[src/rtl/neuron_mac_engine.sv]
// Perceptron register bank plus sequential MAC engine: Offset + sum(Coef[i]*X[i]), one tap per cycle.
// Optional macro RELU_EN clamps negative results to zero (Classe still reports the pre-activation sign).
module neuron_mac_engine #(
  parameter int DATA_W = 16,
  parameter int N_COEF = 20,
  parameter int FRAC   = 8,
  parameter int ACC_W  = 40
) (
  input  logic                Clk,
  input  logic                Reset,
  input  logic [DATA_W-1:0]   DataIn,
  input  logic [N_COEF+1:0]   EnableRegister,
  input  logic                EnableStart,
  output logic                Busy,
  output logic                Done,
  output logic [DATA_W-1:0]   Result,
  output logic                Classe
);

  localparam int K_W  = (N_COEF > 1) ? $clog2(N_COEF) : 1;
  localparam int EN_W = N_COEF + 2;
  localparam logic [EN_W-1:0] EN_ONE = EN_W'(1);
  localparam logic [K_W-1:0]  K_LAST = K_W'(N_COEF - 1);
  localparam logic [K_W-1:0]  K_ONE  = K_W'(1);
  localparam logic signed [ACC_W-1:0] SAT_MAX = {{(ACC_W-DATA_W+1){1'b0}}, {(DATA_W-1){1'b1}}};
  localparam logic signed [ACC_W-1:0] SAT_MIN = {{(ACC_W-DATA_W+1){1'b1}}, {(DATA_W-1){1'b0}}};

  typedef enum logic [1:0] {
    ST_IDLE  = 2'd0,
    ST_MAC   = 2'd1,
    ST_FINAL = 2'd2
  } state_t;

  state_t r_state;
  state_t w_state_next;

  logic signed [DATA_W-1:0] r_coef [N_COEF];
  logic signed [DATA_W-1:0] r_x    [N_COEF];
  logic signed [DATA_W-1:0] r_offset;
  logic signed [ACC_W-1:0]  r_acc;
  logic [K_W-1:0]           r_k;
  logic                     r_start_d;
  logic                     r_busy;
  logic                     r_done;
  logic                     r_classe;
  logic [DATA_W-1:0]        r_result;

  logic                       w_start_edge;
  logic                       w_wr_ok;
  logic                       w_load;
  logic                       w_mac;
  logic                       w_final;
  logic [EN_W-1:0]            w_en_sel;
  logic signed [DATA_W-1:0]   w_coef_k;
  logic signed [DATA_W-1:0]   w_x_k;
  logic signed [2*DATA_W-1:0] w_coef_ext;
  logic signed [2*DATA_W-1:0] w_x_ext;
  logic signed [2*DATA_W-1:0] w_prod;
  logic signed [ACC_W-1:0]    w_prod_ext;
  logic signed [ACC_W-1:0]    w_offset_acc;
  logic signed [ACC_W-1:0]    w_s;
  logic [DATA_W-1:0]          w_sat;
  logic [DATA_W-1:0]          w_act;

  assign w_start_edge = EnableStart & ~r_start_d;
  assign w_wr_ok      = (r_state == ST_IDLE);
  // x & -x isolates the lowest set enable, so an illegal multi-hot write touches one register only
  assign w_en_sel     = EnableRegister & (~EnableRegister + EN_ONE);

  always_ff @(posedge Clk) begin
    if (Reset) begin
      for (int i = 0; i < N_COEF; i++) begin
        r_coef[i] <= '0;
        r_x[i]    <= '0;
      end
      r_offset <= '0;
    end else if (w_wr_ok) begin
      for (int i = 0; i < N_COEF; i++) begin
        if (w_en_sel[i]) r_coef[i] <= DataIn;
      end
      if (w_en_sel[N_COEF]) r_offset <= DataIn;
      if (w_en_sel[N_COEF+1]) begin
        r_x[0] <= DataIn;
        for (int i = 1; i < N_COEF; i++) begin
          r_x[i] <= r_x[i-1];
        end
      end
    end
  end

  always_ff @(posedge Clk) begin
    if (Reset) r_state <= ST_IDLE;
    else       r_state <= w_state_next;
  end

  always_comb begin
    w_state_next = r_state;
    w_load       = 1'b0;
    w_mac        = 1'b0;
    w_final      = 1'b0;
    case (r_state)
      ST_IDLE: begin
        if (w_start_edge) begin
          w_state_next = ST_MAC;
          w_load       = 1'b1;
        end
      end
      ST_MAC: begin
        w_mac = 1'b1;
        if (r_k == K_LAST) w_state_next = ST_FINAL;
      end
      ST_FINAL: begin
        w_final      = 1'b1;
        w_state_next = ST_IDLE;
      end
      default: w_state_next = ST_IDLE;
    endcase
  end

  assign w_coef_k     = r_coef[r_k];
  assign w_x_k        = r_x[r_k];
  assign w_coef_ext   = {{DATA_W{w_coef_k[DATA_W-1]}}, w_coef_k};
  assign w_x_ext      = {{DATA_W{w_x_k[DATA_W-1]}}, w_x_k};
  assign w_prod       = w_coef_ext * w_x_ext;
  assign w_prod_ext   = {{(ACC_W-2*DATA_W){w_prod[2*DATA_W-1]}}, w_prod};
  // Offset is aligned to the product's 2*FRAC binary point
  assign w_offset_acc = {{(ACC_W-DATA_W-FRAC){r_offset[DATA_W-1]}}, r_offset, {FRAC{1'b0}}};
  assign w_s          = r_acc >>> FRAC;

  always_comb begin
    w_sat = w_s[DATA_W-1:0];
    if (w_s > SAT_MAX)      w_sat = SAT_MAX[DATA_W-1:0];
    else if (w_s < SAT_MIN) w_sat = SAT_MIN[DATA_W-1:0];
`ifdef RELU_EN
    w_act = w_s[ACC_W-1] ? '0 : w_sat;
`else
    w_act = w_sat;
`endif
  end

  always_ff @(posedge Clk) begin
    if (Reset) begin
      r_acc     <= '0;
      r_k       <= '0;
      r_start_d <= 1'b0;
      r_busy    <= 1'b0;
      r_done    <= 1'b0;
      r_result  <= '0;
      r_classe  <= 1'b0;
    end else begin
      r_start_d <= EnableStart;
      r_done    <= w_final;
      if (w_load) begin
        r_acc  <= w_offset_acc;
        r_k    <= '0;
        r_busy <= 1'b1;
      end
      if (w_mac) begin
        r_acc <= r_acc + w_prod_ext;
        r_k   <= r_k + K_ONE;
      end
      if (w_final) begin
        r_result <= w_act;
        r_classe <= ~r_acc[ACC_W-1];
        r_busy   <= 1'b0;
      end
    end
  end

  assign Busy   = r_busy;
  assign Done   = r_done;
  assign Result = r_result;
  assign Classe = r_classe;

endmodule

[config.mk]
export PLATFORM = sky130hd
export DESIGN_NAME = neuron_mac_engine
export DESIGN_NICKNAME = d
export VERILOG_FILES = /design/src/rtl/neuron_mac_engine.sv
export SDC_FILE = /design/constraint.sdc
export NUM_CORES = 2
export LEC_CHECK = 0
export ABC_AREA = 1
export CAP_MARGIN = 10
export CORE_ASPECT_RATIO = 0.7
export CORE_UTILIZATION = 49
export DETAILED_ROUTE_END_ITERATION = 10
export GPL_ROUTABILITY_DRIVEN = 0
export HOLD_SLACK_MARGIN = 0.08
export PLACE_DENSITY = 0.67
export SYNTH_ARGS = -nofsm -noshare
export SYNTH_HDL_FRONTEND = slang
export SYNTH_SLANG_ARGS = --single-unit
[constraint.sdc]
create_clock -name Clk -period 11.27 [get_ports Clk]
set_input_delay 2.8175 -clock Clk [delete_from_list [all_inputs] [get_ports Clk]]
set_output_delay 2.8175 -clock Clk [all_outputs]
set_load 0.02 [all_outputs]
==> results.txt <==
Status - completed
Min-delay src - r_offset[11]
R2r setup slk - 2200 ps
Largest net degree at the start of global routing - 142
# IOs - 60
Tightest Hold Check Type - reg -> reg
Wire per inst - 20.5 um
Fmax - 110 MHz
Worst slew pin tran - 1260 ps
Most common cell in the netlist - nor2_1
Critical path endpoint category - flop
Final WL - 125,000 um
Max-slew violation count - 0
Crit-path slowest cell - inv_6
CTS Buffer Depth - 3
Synth warn - 0
Required time worst endpoint - 11,820 ps
Number of synthesized register bits - 728
Unrepaired setup endpoints after global routing - false
Final core occ - 0.540
Commonest cells post-synth - nor2_1, inv_1, edfxtp_1
Post-cts repair resize count - 0
Register area share after synthesis - 0.464
Worst Path Buf+Inv - 6
Slew HR - 0.153
Detailed placement HPWL - 84,500 um
Min Hold Slack - 451 ps
FF+latch area - 21,000 um^2
Delay-heaviest family, CP - adder cells
WP data arrival - 9620 ps
Synth Net Count - 5,372
CP Max Fanout - 110
Post-CTS setup buffer count - 0
I/O Buffers - 59
Initial antenna violation count - 2
Post-DP Area - 46,700 um^2
Later-pin clock latency in the skew report - 670 ps
Hold EP - r_offset[11]
DIE WIDTH - 365 um
Fin area - 49,000 um^2
Initial core utilization - 0.498
Final worst path period share - 0.805
TritonCTS Buffers - 71
First-pass detailed-route iteration total - 7
Synthesized instance count - 4,885
First DRT Iteration DRCs - 3,651
Mapped Area - 45,200 um^2
Levels on crit path - 29
Cell taking the most area after synthesis - edfxtp_1
Clock skew - 33.0 ps
Final Hold Viols - 0
Synth Flop Type - edfxtp_1
Die area - 93,500 um^2
Tmin final - 9070 ps
Worst path max stage delay - 660 ps
First-pass GRT wire length - 194,000 um
GRT Util Overall - 0.271
Synth top area share - 0.425
Fill cells - 8,176
Ys async rst share - 0
Most area-consuming cells after synthesis - edfxtp_1, fa_1, nor2_1
# DRC - 0
CTS Hold Bufs - 0
Vias in the first global route - 32,876
Syn_area_per_cell - 9.25 um^2
Share of layout cells above drive strength 1 - 0.0581
CTS Root Cell - clkbuf_16
Row count - 92
Via Count - 33,901
Htree depth - 3
Hold-critical path depth - 2
Vias per cell - 5.56
Core area - 90,700 um^2
Area Overhead vs Synth - 8.37%
R2R cell count - 29
Setup_tns - 0 ps
Die H - 256 um
Crit start category - flop
CTS tree - done
Crit Path Class - reg -> reg
Final nets - 5,310
Post-DRT Antenna Nets - 0
Clk slew on worst S/H paths - 60 ps
Total gr overflow - 0
Unique masters post-synth - 48
Diode count - 0
Reg2reg end - r_acc[34]
Final setup fails - 0
Post-synth EDFFs - 640
Max Cap Violations - 0
Area of the multi-input gates - 19,900 um^2
Sink Count - 728
Critical path's most frequent cell - fa_1
worst max-delay path by stage:
| stage | from | to | slack [ps] |
|---|---|---|---|
| finish | flop | r_acc[34] | 2200 |
| global route | flop | r_acc[34] | 1770 |
| CTS | flop | r_acc[36] | 2340 |
| detailed placement | flop | r_acc[36] | 2360 |
| global placement | flop | r_acc[37] | 2430 |
| floorplan | EnableRegister[0] | r_x[0][0] | 2770 |
cells in the final DEF (no fill, tap or decap), types with 58 or more instances in the layout:
cell / synthesis / final
a21oi_1: 264 / 264
o21ai_0: 472 / 464
ha_1: 116 / 116
nand3_1: 131 / 131
dfxtp_1: 88 / 83
nor2_2: 84 / 85
clkbuf_16: 0 / 72
nor2_1: 974 / 973
fa_1: 330 / 330
clkdlybuf4s50_1: 0 / 58
edfxtp_1: 640 / 640
nand2_1: 448 / 446
inv_1: 854 / 854
sequential cells by signal, summed over array words and instances (netlist names), named ones only:
signal and flops:
Result 16, r_x 320, r_offset 16, r_acc 40
Classe 1, r_state 2, Busy 1, r_k 5
Done 1, r_start_d 1, r_coef 320
area by class of cell:
type / instances / share of cell area
sequential: 728 / 0.429
multi-input combinational: 3037 / 0.406
inverter: 871 / 0.0670
clock buffer: 86 / 0.0381
tap: 1222 / 0.0312
timing repair buffer: 114 / 0.0214
clock inverter: 39 / 0.00787
per-stage QoR:
step	instances	worst slack [ps]
floorplan	4885	2770
global placement	5972	2430
detailed placement	5972	2360
CTS	6097	2340
global route	6097	1770
finish	6097	2200
cell families (layout without fill, tap and decap cells):
group / count (synthesis) / count (layout) / synth area share
flops: 728 / 728 / 0.464
fa+ha+maj: 446 / 446 / 0.178
simple gates: 1697 / 1697 / 0.153
xor+xnor: 11 / 11 / 0.00213
compound gates: 883 / 883 / 0.106
buf+inv: 1120 / 1110 / 0.0970
worst min-delay path, stage by stage (launching register included):
cell and delay [ps]:
dfxtp_1 310, inv_1 50, a21oi_1 50
metal layers:
layer,track usage,wire length (um)
met3,0.0990,16000
met4,0.0772,3540
met1,0.407,55400
met5,0.00722,117
met2,0.363,49700
Power is not shown: default switching activity piles up to over one toggle a cycle in this logic, so the estimate is an artifact.
